===== src/rtl/sdram_cpu_port.sv =====
// CPU byte-strobe to SDRAM toggle req/ack bridge with read capture and ordering.
// Define SDRAM_CPU_PORT_WBUF_EN to build in the posted-write FIFO.
module sdram_cpu_port #(
    parameter int WBUF_DEPTH = 2
) (
    input  logic        clk,
    input  logic        reset,
    input  logic        i_cpu_cs,
    input  logic        i_cpu_we,
    input  logic [23:0] i_cpu_addr,
    input  logic [7:0]  i_cpu_din,
    output logic [7:0]  o_cpu_dout,
    output logic        o_cpu_rdy,
    output logic        o_cpu_busy,
    output logic        o_sd_req,
    input  logic        i_sd_ack,
    output logic        o_sd_we,
    output logic [22:0] o_sd_a,
    output logic [1:0]  o_sd_ds,
    output logic [15:0] o_sd_d,
    input  logic [7:0]  i_sd_q
);

    localparam int PW = (WBUF_DEPTH > 1) ? $clog2(WBUF_DEPTH) : 1;

    typedef enum logic [2:0] {
        S_IDLE, S_ISSUE_RD, S_ISSUE_WR, S_DRAIN, S_WAIT
    } state_t;

    state_t        r_state, w_next;
    logic          r_req, r_inflight, r_we, r_rdy;
    logic [22:0]   r_a;
    logic [1:0]    r_ds;
    logic [15:0]   r_d;
    logic [7:0]    r_dout, r_cd;
    logic [23:0]   r_ca;

    logic          w_pend, w_can_issue, w_done, w_strobe, w_busy;
    logic          w_empty, w_full, w_pop;
    logic [PW:0]   w_cnt;
    logic [31:0]   w_head;
    logic          w_issue, w_iwe;
    logic [23:0]   w_iaddr;
    logic [7:0]    w_idin;

    assign w_pend      = r_req != i_sd_ack;
    assign w_can_issue = !r_inflight && !w_pend;
    assign w_done      = r_inflight && !w_pend;
    assign w_empty     = w_cnt == '0;
    assign w_full      = w_cnt == (PW+1)'(WBUF_DEPTH);
    assign w_pop       = w_done && r_we && !w_empty;
    assign w_strobe    = i_cpu_cs && !w_busy;

`ifdef SDRAM_CPU_PORT_WBUF_EN
    logic [31:0] r_mem [WBUF_DEPTH];
    logic [PW-1:0] r_wp, r_rp;
    logic [PW:0]   r_cnt;
    logic          w_push;

    assign w_push = w_strobe && i_cpu_we;
    assign w_busy = (r_state != S_IDLE) || w_full;

    always_ff @(posedge clk) begin
        if (reset) begin
            r_wp  <= '0;
            r_rp  <= '0;
            r_cnt <= '0;
        end else begin
            if (w_push) r_wp <= r_wp + 1'b1;
            if (w_pop)  r_rp <= r_rp + 1'b1;
            if (w_push && !w_pop)
                r_cnt <= r_cnt + 1'b1;
            else if (w_pop && !w_push)
                r_cnt <= r_cnt - 1'b1;
        end
    end

    always_ff @(posedge clk) begin
        if (w_push) r_mem[r_wp] <= {i_cpu_addr, i_cpu_din};
    end

    assign w_cnt  = r_cnt;
    assign w_head = r_mem[r_rp];
`else
    assign w_busy = (r_state != S_IDLE) || w_full || w_pend;
    assign w_cnt  = '0;
    assign w_head = '0;
`endif

    always_comb begin
        w_next  = r_state;
        w_issue = 1'b0;
        w_iwe   = 1'b0;
        w_iaddr = r_ca;
        w_idin  = r_cd;
        unique case (r_state)
            S_IDLE: begin
                if (!w_empty && w_can_issue) begin
                    w_issue = 1'b1;
                    w_iwe   = 1'b1;
                    w_iaddr = w_head[31:8];
                    w_idin  = w_head[7:0];
                end
                if (w_strobe && !i_cpu_we)
                    w_next = w_empty ? S_ISSUE_RD : S_DRAIN;
`ifndef SDRAM_CPU_PORT_WBUF_EN
                if (w_strobe && i_cpu_we)
                    w_next = S_ISSUE_WR;
`endif
            end
            S_DRAIN: begin
                if (!w_empty && w_can_issue) begin
                    w_issue = 1'b1;
                    w_iwe   = 1'b1;
                    w_iaddr = w_head[31:8];
                    w_idin  = w_head[7:0];
                end
                if ((w_empty && !r_inflight) ||
                    (w_pop && w_cnt == (PW+1)'(1)))
                    w_next = S_ISSUE_RD;
            end
            S_ISSUE_RD: begin
                if (w_can_issue) begin
                    w_issue = 1'b1;
                    w_next  = S_WAIT;
                end
            end
            S_ISSUE_WR: begin
                if (w_can_issue) begin
                    w_issue = 1'b1;
                    w_iwe   = 1'b1;
                    w_next  = S_WAIT;
                end
            end
            S_WAIT: begin
                if (w_done) w_next = S_IDLE;
            end
            default: w_next = S_IDLE;
        endcase
    end

    always_ff @(posedge clk) begin
        if (reset) begin
            r_state    <= S_IDLE;
            r_req      <= i_sd_ack;
            r_inflight <= 1'b0;
            r_we       <= 1'b0;
            r_a        <= '0;
            r_ds       <= 2'b00;
            r_d        <= '0;
            r_dout     <= '0;
            r_rdy      <= 1'b0;
            r_ca       <= '0;
            r_cd       <= '0;
        end else begin
            r_state <= w_next;
            r_rdy   <= (r_state == S_WAIT) && w_done && !r_we;
            if ((r_state == S_WAIT) && w_done && !r_we)
                r_dout <= i_sd_q;
            if (w_strobe) begin
                r_ca <= i_cpu_addr;
                r_cd <= i_cpu_din;
            end
            if (w_issue) begin
                r_req      <= ~r_req;
                r_inflight <= 1'b1;
                r_we       <= w_iwe;
                r_a        <= w_iaddr[23:1];
                r_ds       <= w_iaddr[0] ? 2'b01 : 2'b10;
                r_d        <= {w_idin, w_idin};
            end else if (w_done) begin
                r_inflight <= 1'b0;
            end else if (!r_inflight && w_pend) begin
                // ack of a request abandoned by reset: follow it silently
                r_req <= i_sd_ack;
            end
        end
    end

    assign o_cpu_dout = r_dout;
    assign o_cpu_rdy  = r_rdy;
    assign o_cpu_busy = w_busy;
    assign o_sd_req   = r_req;
    assign o_sd_we    = r_we;
    assign o_sd_a     = r_a;
    assign o_sd_ds    = r_ds;
    assign o_sd_d     = r_d;

endmodule


===== config.mk =====
export PLATFORM = sky130hd
export DESIGN_NAME = sdram_cpu_port
export DESIGN_NICKNAME = d
export VERILOG_FILES = /design/src/rtl/sdram_cpu_port.sv
export SDC_FILE = /design/constraint.sdc
export NUM_CORES = 1
export LEC_CHECK = 0
export BUFFER_PORTS_ARGS = -buffer_cell sky130_fd_sc_hd__buf_4
export CORE_UTILIZATION = 47
export DETAILED_ROUTE_END_ITERATION = 8
export PLACE_DENSITY = 0.76
export SKIP_LAST_GASP = 1
export SLEW_MARGIN = 20
export SYNTH_ARGS = -nofsm -noshare
export SYNTH_HDL_FRONTEND = slang
export SYNTH_SLANG_ARGS = --single-unit

===== constraint.sdc =====
create_clock -name clk -period 1.85 [get_ports clk]
set_clock_uncertainty 0.15 [all_clocks]
set_input_delay 0.2775 -clock clk [delete_from_list [all_inputs] [get_ports clk]]
set_output_delay 0.2775 -clock clk [all_outputs]
set_load 0.005 [all_outputs]

# Yosys cells after proc, flatten, opt, wreduce, memory -nomap -nowiden

Cells that the tools add are included.

Reduce and logical (&&, ||, !) cells: 21
Eq/ne operators: 10
Muxes and demuxes: 16
Bitwise gates (word level): 1

Operator list:

| cell                                                                     | number |
|---|---|
| 3-bit 2-to-1 mux                                                         | 5 |
| 3-bit one-hot mux with 4 select lines                                    | 1 |
| 1-bit 2-to-1 mux                                                         | 9 |
| 1-bit logical AND                                                        | 8 |
| 3-bit by 2-bit == test with 1-bit output (second input constant)         | 2 |
| 3-bit nonzero test                                                       | 2 |
| 1-bit zero test                                                          | 5 |
| 2-bit inequality test (second input constant)                            | 2 |
| 4-bit AND reduction                                                      | 1 |
| 3-bit by 1-bit == test with 1-bit output (second input constant)         | 1 |
| 3-bit == test (second input constant)                                    | 1 |
| 3-bit zero test                                                          | 1 |
| 3-bit by 2-bit inequality test with 1-bit output (second input constant) | 1 |
| 3-bit inequality test (second input constant)                            | 1 |
| 2-bit 2-to-1 mux                                                         | 1 |
| 2-bit by 1-bit inequality test with 1-bit output (second input constant) | 1 |
| 2-bit AND reduction                                                      | 1 |
| 2-bit nonzero test                                                       | 1 |
| 2-bit OR reduction                                                       | 1 |
| 1-bit logical OR                                                         | 1 |
| 1-bit inequality test                                                    | 1 |
| 1-bit NOT                                                                | 1 |

Register bits after elaboration: 88
Output and inout bits: 53
Bits of input ports: 45
Word-level logic and storage cells: 59

# Longest topological paths before layout

Gate-level depths: netlist of the first run.

Word-level depth: 8
Mapped depth: 5
Gate-level depth less buffers: 3

# Worst setup path after synthesis of the first run

No wires, ideal clock.

Kind: reg2reg
Start: register r_req (netlist: o_sd_req)
End: register r_req (netlist: o_sd_req), data pin
Data required time: 1.531 ns
Buffers on the path: 1
Clock period less this slack: 1.787 ns
Cell stages (with the launch flop): 5
Library setup time: 0.169 ns
Arrival: 1.467 ns
Slack: 0.063 ns
Cell sequence: edfxtp_1 -> xor2_2 -> clkbuf_1 -> or3_1 -> o31ai_1

Cells in the longest elaborated chain, start to end: 7
Elaborated cells on any way between the ends: 8
Those cells by class: eq/ne (1); mux (4); bitwise (1); reduce/logical (2)

Ends and longest elaborated chain:

| what                   | line     | source |
|---|---|---|
| start, declared        | 31       | `logic r_req, r_inflight, r_we, r_rdy;` |
| start signal, assigned | 145      | `r_req <= i_sd_ack;` |
| start signal, assigned | 165      | `r_req <= ~r_req;` |
| start signal, assigned | 175      | `r_req <= i_sd_ack;` |
| 1-bit inequality test  | 46       | `assign w_pend = r_req != i_sd_ack;` |
| 1-bit zero test        | 47       | `assign w_can_issue = !r_inflight && !w_pend;` |
| 1-bit logical AND      | 47       |  |
| 1-bit 2-to-1 mux       | 123, 129 |  |
| 1-bit 2-to-1 mux       | n/a      |  |
| 1-bit 2-to-1 mux *     | 164      | `if (w_issue) begin` |
| 1-bit 2-to-1 mux *     | 143      | `if (reset) begin` |

Every way passes the cells marked *; elsewhere a longest branch is shown, timed or not.
A chain may end at the register's enable or synchronous reset.

# Worst setup path after layout of the first run

Start: register r_req (netlist: o_sd_req)
End: output port o_cpu_busy

Cells in the longest elaborated chain, start to end: 2

Ends and longest elaborated chain:

| what                  | line | source |
|---|---|---|
| 1-bit inequality test | 46   |  |
| 1-bit logical OR      | 85   | `assign w_busy = (r_state != S_IDLE) \|\| w_full \|\| w_pend;` |
| end, declared         | 14   | `output logic o_cpu_busy,` |

Every way passes these cells.

==> flow_summary.yaml, run 1 <==
logic_synthesis:
  syn_nets: 420
  yosysWarnings: 0
  seq_area_frac_synth_pct: 46.0
  synthFlopType: "dfxtp_1"
  synth-seq-cells: 80
  synth_largest_area_cell: "dfxtp_1"
  ys_top_cells_by_area: "dfxtp_1, nand2b_1, mux2i_1"
  synth_cells: 375
  postSynthAreaPerCell_sq_um: 9.33
  async_reset_ff_share_pct: 0
  yosys.area.top_type_share_pct: 45.2
  netlist_area_sq_um: 3500
  yosys.cell_types.count: 35
  synth_edf_count: 1
die:
  dieArea_sq_um: 7800
  start_util_pct: 48.5
  rows: 31
  io_pins: 98
  die_h_um: 88.3
  coreArea_sq_um: 7210
  die_w_um: 88.3
routing:
  wire_per_inst_um: 13.9
  drtIter0Drc: 126
  num_vias: 2910
  via_per_inst: 5.10
  finalWirelength_mm: 7.97
  drc: 0
  ant_nets: 0
  first_pass_iters: 4
timing:
  tightest_slew_ps: 606
  finalCritPeriodShare_pct: 108
  max_freq_mhz: 501
  layout_min_cycle_time_ps: 1990
  slew-limit-headroom_pct: 59.3
  slew_viol_final: 0
  rsz0062_at_grt: "yes"
  layout_setup_ws_ps: -145
  setup_viol: 1
  hold_violations: 0
placement:
  dp_hpwl_mm: 5.29
  place_ws_ps: 14.6
  place.gp.congestion: 0.742
  port_buffers: 97
  dpl.cell_count: 550
layout:
  multiInputGateArea_sq_um: 1720
  n_fill_cell: 626
  drive_gt1_share_pct: 31.1
  area_delta_synth_final_pct: 32.9
  nNetsFinal: 512
  ff_latch_area_sq_um: 1610
  fin_cells: 571
  final_util_pct: 64.5
  n_antenna_cell: 0
worst_hold_path:
  hp-class: "in2reg"
global_route:
  grt_start_max_net_pins: 46
  first_global_vias: 2731
  overflow: 0
  antenna_found_initial: 0
  grt_pass1_wl_mm: 12.7
  grt_usage_pct: 21.2
clock_network:
  insertion_delay_ps: 350
  cts_buffer_depth: 2
  cts_max_level: 3
  clkSinkCount: 80
  cts_tree: "yes"
  cts_buffers: 9
  cts_root_buffer: "clkbuf_8"
  clk_pin_slew_worst_paths_ps: 90
power:
  powerDensity_nw_per_um2: 865
  ir_drop_mv: 0.480
  leakage_uw: 0.00177
critical_path:
  slowest_stage: "edfxtp_1"
  startpoint_type: "flip-flop"
  cp.arrival_ps: 1570
  crit_family: "flip-flops"
  crit_buf_inv: 1
  cp-end-kind: "primary output"
  path_max_fanout: 2
  worstPathCellList: "xor2_4 > or4_1 > buf_4"
  cpPeakStageDelay_ps: 470
  cp.required_ps: 1420
  crit_type: "reg2out"
run_status:
  status: "finished, violations left"
  violations: "setup timing"
flow_run:
  maxCapViolations: 0
cells by family (layout without fill, tap and decap cells):
logic type / after synthesis / count (layout) / synth area share [%]
xor+xnor: 3 / 3 / 0.966
compound gates: 77 / 77 / 11.6
simple gates: 130 / 130 / 22.9
buf+inv: 44 / 141 / 6.72
mux: 41 / 41 / 11.8
flops: 80 / 80 / 46.0
report_power, final:
group,internal [uW],switching (uW)
clock,707,663
sequential,1820,51.0
combinational,380,407
total,2900,1120
cells in the final DEF, fill, tap and decap left out, drive strengths merged, types with 2 or more instances in the layout:
cell type and n:
clkinvlp 2, or3 2, buf 121, nor3 2, a21oi 35, xnor2 2, mux2i 40, o21ai 35
nand2b 80, clkbuf 12, inv 5, a31oi 2, nand3 35, nor2b 2, dfxtp 79
metrics by stage:
stage               instance area (sq um)  TNS, ps  hold slack [ps]  power (uW)
global route                         4650     -621             13.6        4230
detailed placement                   4340        0              312        2630
floorplan                            3500        0              275        2340
finish                               4650     -145             21.6        4020
global placement                     4340        0              301        2620
CTS                                  4580     -170             7.71        4020
layout make-up:
class                           count  area share [%]
Tap cell                           99            2.66
Clock inverter                      5            1.35
Clock buffer                       11            3.26
Timing Repair Buffer              122            21.0
Sequential cell                    80            34.7
Multi-Input combinational cell    251            36.9
Inverter                            3           0.242
what timing repair did:
action / CTS / global route
hold buffers: 0 / 0
pin swaps: 2 / 0
setup endpoints to repair: 17 / 38
buffers inserted: 4 / 0
resized for setup: 0 / 6
cloned: 0 / 1
per-layer routing:
layer | vias up | share of wire (%) | global-route usage, %
li1 | 1456 | - | -
met1 | 1363 | 44 | 27.5
met2 | 82 | 50 | 34.5
met3 | 9 | 4.9 | 3.64
met4 | 0 | 1.4 | 9.53
met5 | - | 0 | 0
worst paths after layout:
| check | from | endpoint | slack, ps | cells past startpoint |
|---|---|---|---|---|
| min reg2reg | r_ca[1] | o_sd_a[0] | 320 | 2 |
| min | i_cpu_addr[16] | r_ca[16] | 20 | 3 |
| max | o_sd_req | o_cpu_busy | -140 | 3 |
| max reg2reg | o_sd_req | o_sd_a[19] | 50 | 6 |
registers in the layout, summed over array words and instances (netlist names):
register	cells
r_state	3
o_sd_a	23
r_cd	8
o_sd_ds	2
o_sd_we	1
o_sd_req	1
o_cpu_rdy	1
r_ca	24
o_sd_d	8
r_inflight	1
o_cpu_dout	8
worst min-delay path: stages:
cell,delay (ps)
buf_4,110
nand3_1,50
a21oi_1,50
cell usage after synthesis (2+ instances only):
cell type  count
nand2b_1      80
dfxtp_1       79
mux2i_1       40
a21oi_1       35
nand3_1       35
o21ai_0       35
clkbuf_1      22
buf_4          9
buf_2          5
buf_6          4
inv_1          3
a31oi_1        2
nor2b_1        2
or3_1          2
xnor2_1        2
No activity file was read; power rests on OpenSTA's default activity.
==> run 2, diff against run 1 <==
--- a/config.mk
+++ b/config.mk
@@ -8,9 +8,9 @@
 export BUFFER_PORTS_ARGS = -buffer_cell sky130_fd_sc_hd__buf_4
 export CORE_UTILIZATION = 47
 export DETAILED_ROUTE_END_ITERATION = 8
-export PLACE_DENSITY = 0.76
+export PLACE_DENSITY_LB_ADDON = 0.3
 export SKIP_LAST_GASP = 1
-export SLEW_MARGIN = 20
+export SLEW_MARGIN = 0
 export SYNTH_ARGS = -nofsm -noshare
 export SYNTH_HDL_FRONTEND = slang
 export SYNTH_SLANG_ARGS = --single-unit
==> flow_summary.yaml, run 2 (synthesis results as in run 1) <==
run_status:
  status: "finished, violations left"
  violations: "setup timing"
timing:
  setup_viol: 1
  finalCritPeriodShare_pct: 107
  rsz0062_at_grt: "yes"
  max_freq_mhz: 507
  slew-limit-headroom_pct: 66.4
  layout_min_cycle_time_ps: 1970
  hold_violations: 0
  tightest_slew_ps: 501
  slew_viol_final: 0
  layout_setup_ws_ps: -123
  finalHoldWorstSlack_ps: 33.9
critical_path:
  worstPathCellList: "xor2_4 > or4_1 > buf_4"
  slowest_stage: "edfxtp_1"
  crit_family: "flip-flops"
  startpoint_type: "flip-flop"
  cp-end-kind: "primary output"
  crit_type: "reg2out"
  cp.arrival_ps: 1550
  cpPeakStageDelay_ps: 460
  path_max_fanout: 2
  crit_buf_inv: 1
  r2r_slack_ps: 80
  cp.required_ps: 1420
die:
  die_h_um: 88.3
  io_pins: 98
  rows: 31
  die_w_um: 88.3
  start_util_pct: 48.5
  coreArea_sq_um: 7210
  dieArea_sq_um: 7800
clock_network:
  cts_root_buffer: "clkbuf_8"
  insertion_delay_ps: 340
  cts_buffer_depth: 2
  hold_buffers: 0
  clk_pin_slew_worst_paths_ps: 80
  cts_buffers: 9
  cts_tree: "yes"
  clkSinkCount: 80
  cts_max_level: 3
layout:
  n_antenna_cell: 0
  drive_gt1_share_pct: 29.7
  n_fill_cell: 626
  fin_cells: 567
  area_delta_synth_final_pct: 30.4
  final_cell_mix: "buf_4, nand2b_1, dfxtp_1"
  largest_register: "r_ca"
  final_common_cell: "buf_4"
  nNetsFinal: 509
  largest_reg_flops: 24
routing:
  finalWirelength_mm: 7.94
  num_vias: 2943
  drtIter0Drc: 95
  via_per_inst: 5.19
  first_pass_iters: 4
  drc: 0
  wire_per_inst_um: 14.0
  ant_nets: 0
global_route:
  grt_start_max_net_pins: 48
  antenna_found_initial: 0
  overflow: 0
  grt_pass1_wl_mm: 12.7
  first_global_vias: 2850
  grt_usage_pct: 21.3
placement:
  dp_hpwl_mm: 5.42
  port_buffers: 97
  place.gp.congestion: 0.776
  dpl.cell_count: 550
power:
  leakage_uw: 0.00173
  p_total_uw: 3850
  powerDensity_nw_per_um2: 845
  ir_drop_mv: 0.440
worst_hold_path:
  hp-class: "in2reg"
flow_run:
  maxCapViolations: 0
## run 2: changes by cell type in the layout (fill, tap and decap cells not counted), moves of 2 or more
cell	delta
buf_4	-4
clkbuf_8	-2
inv_6	-2
buf_6	+2
## run 2: through the flow
step / setup slack, ps / area, sq um / TNS (ps) / utilization, %
floorplan: 63.2 / 3500 / 0 / -
global placement: 140 / 4340 / 0 / 60.2
detailed placement: 112 / 4340 / 0 / 60.2
CTS: -140 / 4530 / -140 / 62.9
global route: -168 / 4560 / -168 / 63.2
finish: -123 / 4560 / -123 / 63.2
## run 2: layout make-up
cell class                      instances  area (sq um)  share of cell area [%]
Timing Repair Buffer                  119           942                    20.7
Multi-Input combinational cell        251          1690                    37.0
Tap cell                               99           124                    2.72
Clock buffer                           10           128                    2.80
Sequential cell                        80          1610                    35.3
Clock inverter                          5          58.8                    1.29
Inverter                                3          11.3                   0.247
## run 2: where the power goes
part           switching, uW  internal [uW]
clock network            622            616
registers               58.4           1820
logic                    389            354
## run 2: worst paths after layout
path | endpoint | startpoint | cells past startpoint
min | r_ca[5] | i_cpu_addr[5] | 3
min reg2reg | o_sd_a[7] | r_ca[8] | 2
max reg2reg | o_sd_req | o_sd_req | 4
max | o_cpu_busy | o_sd_req | 3
## run 2: worst register-to-register path, stage by stage, from the launching register on
cell,delay [ps]
edfxtp_1,460
xor2_4,190
buf_4,180
or3_1,430
o31ai_1,200
## run 2: per-layer routing
layer	vias up	global-route usage [%]	part of all wire, %
met5	-	0	0
met4	0	9.82	1.8
met3	12	4.01	5.2
met2	85	36.4	50
met1	1399	26.0	44
li1	1447	-	-
## run 2: what timing repair did
item | in CTS | in global routing
hold endpoints to repair | 0 | 0
resized for setup | 0 | 4
pin swaps | 1 | 1
buffers inserted | 1 | 1
gates cloned | 0 | 0
endpoints found under the setup margin | 1 | 28
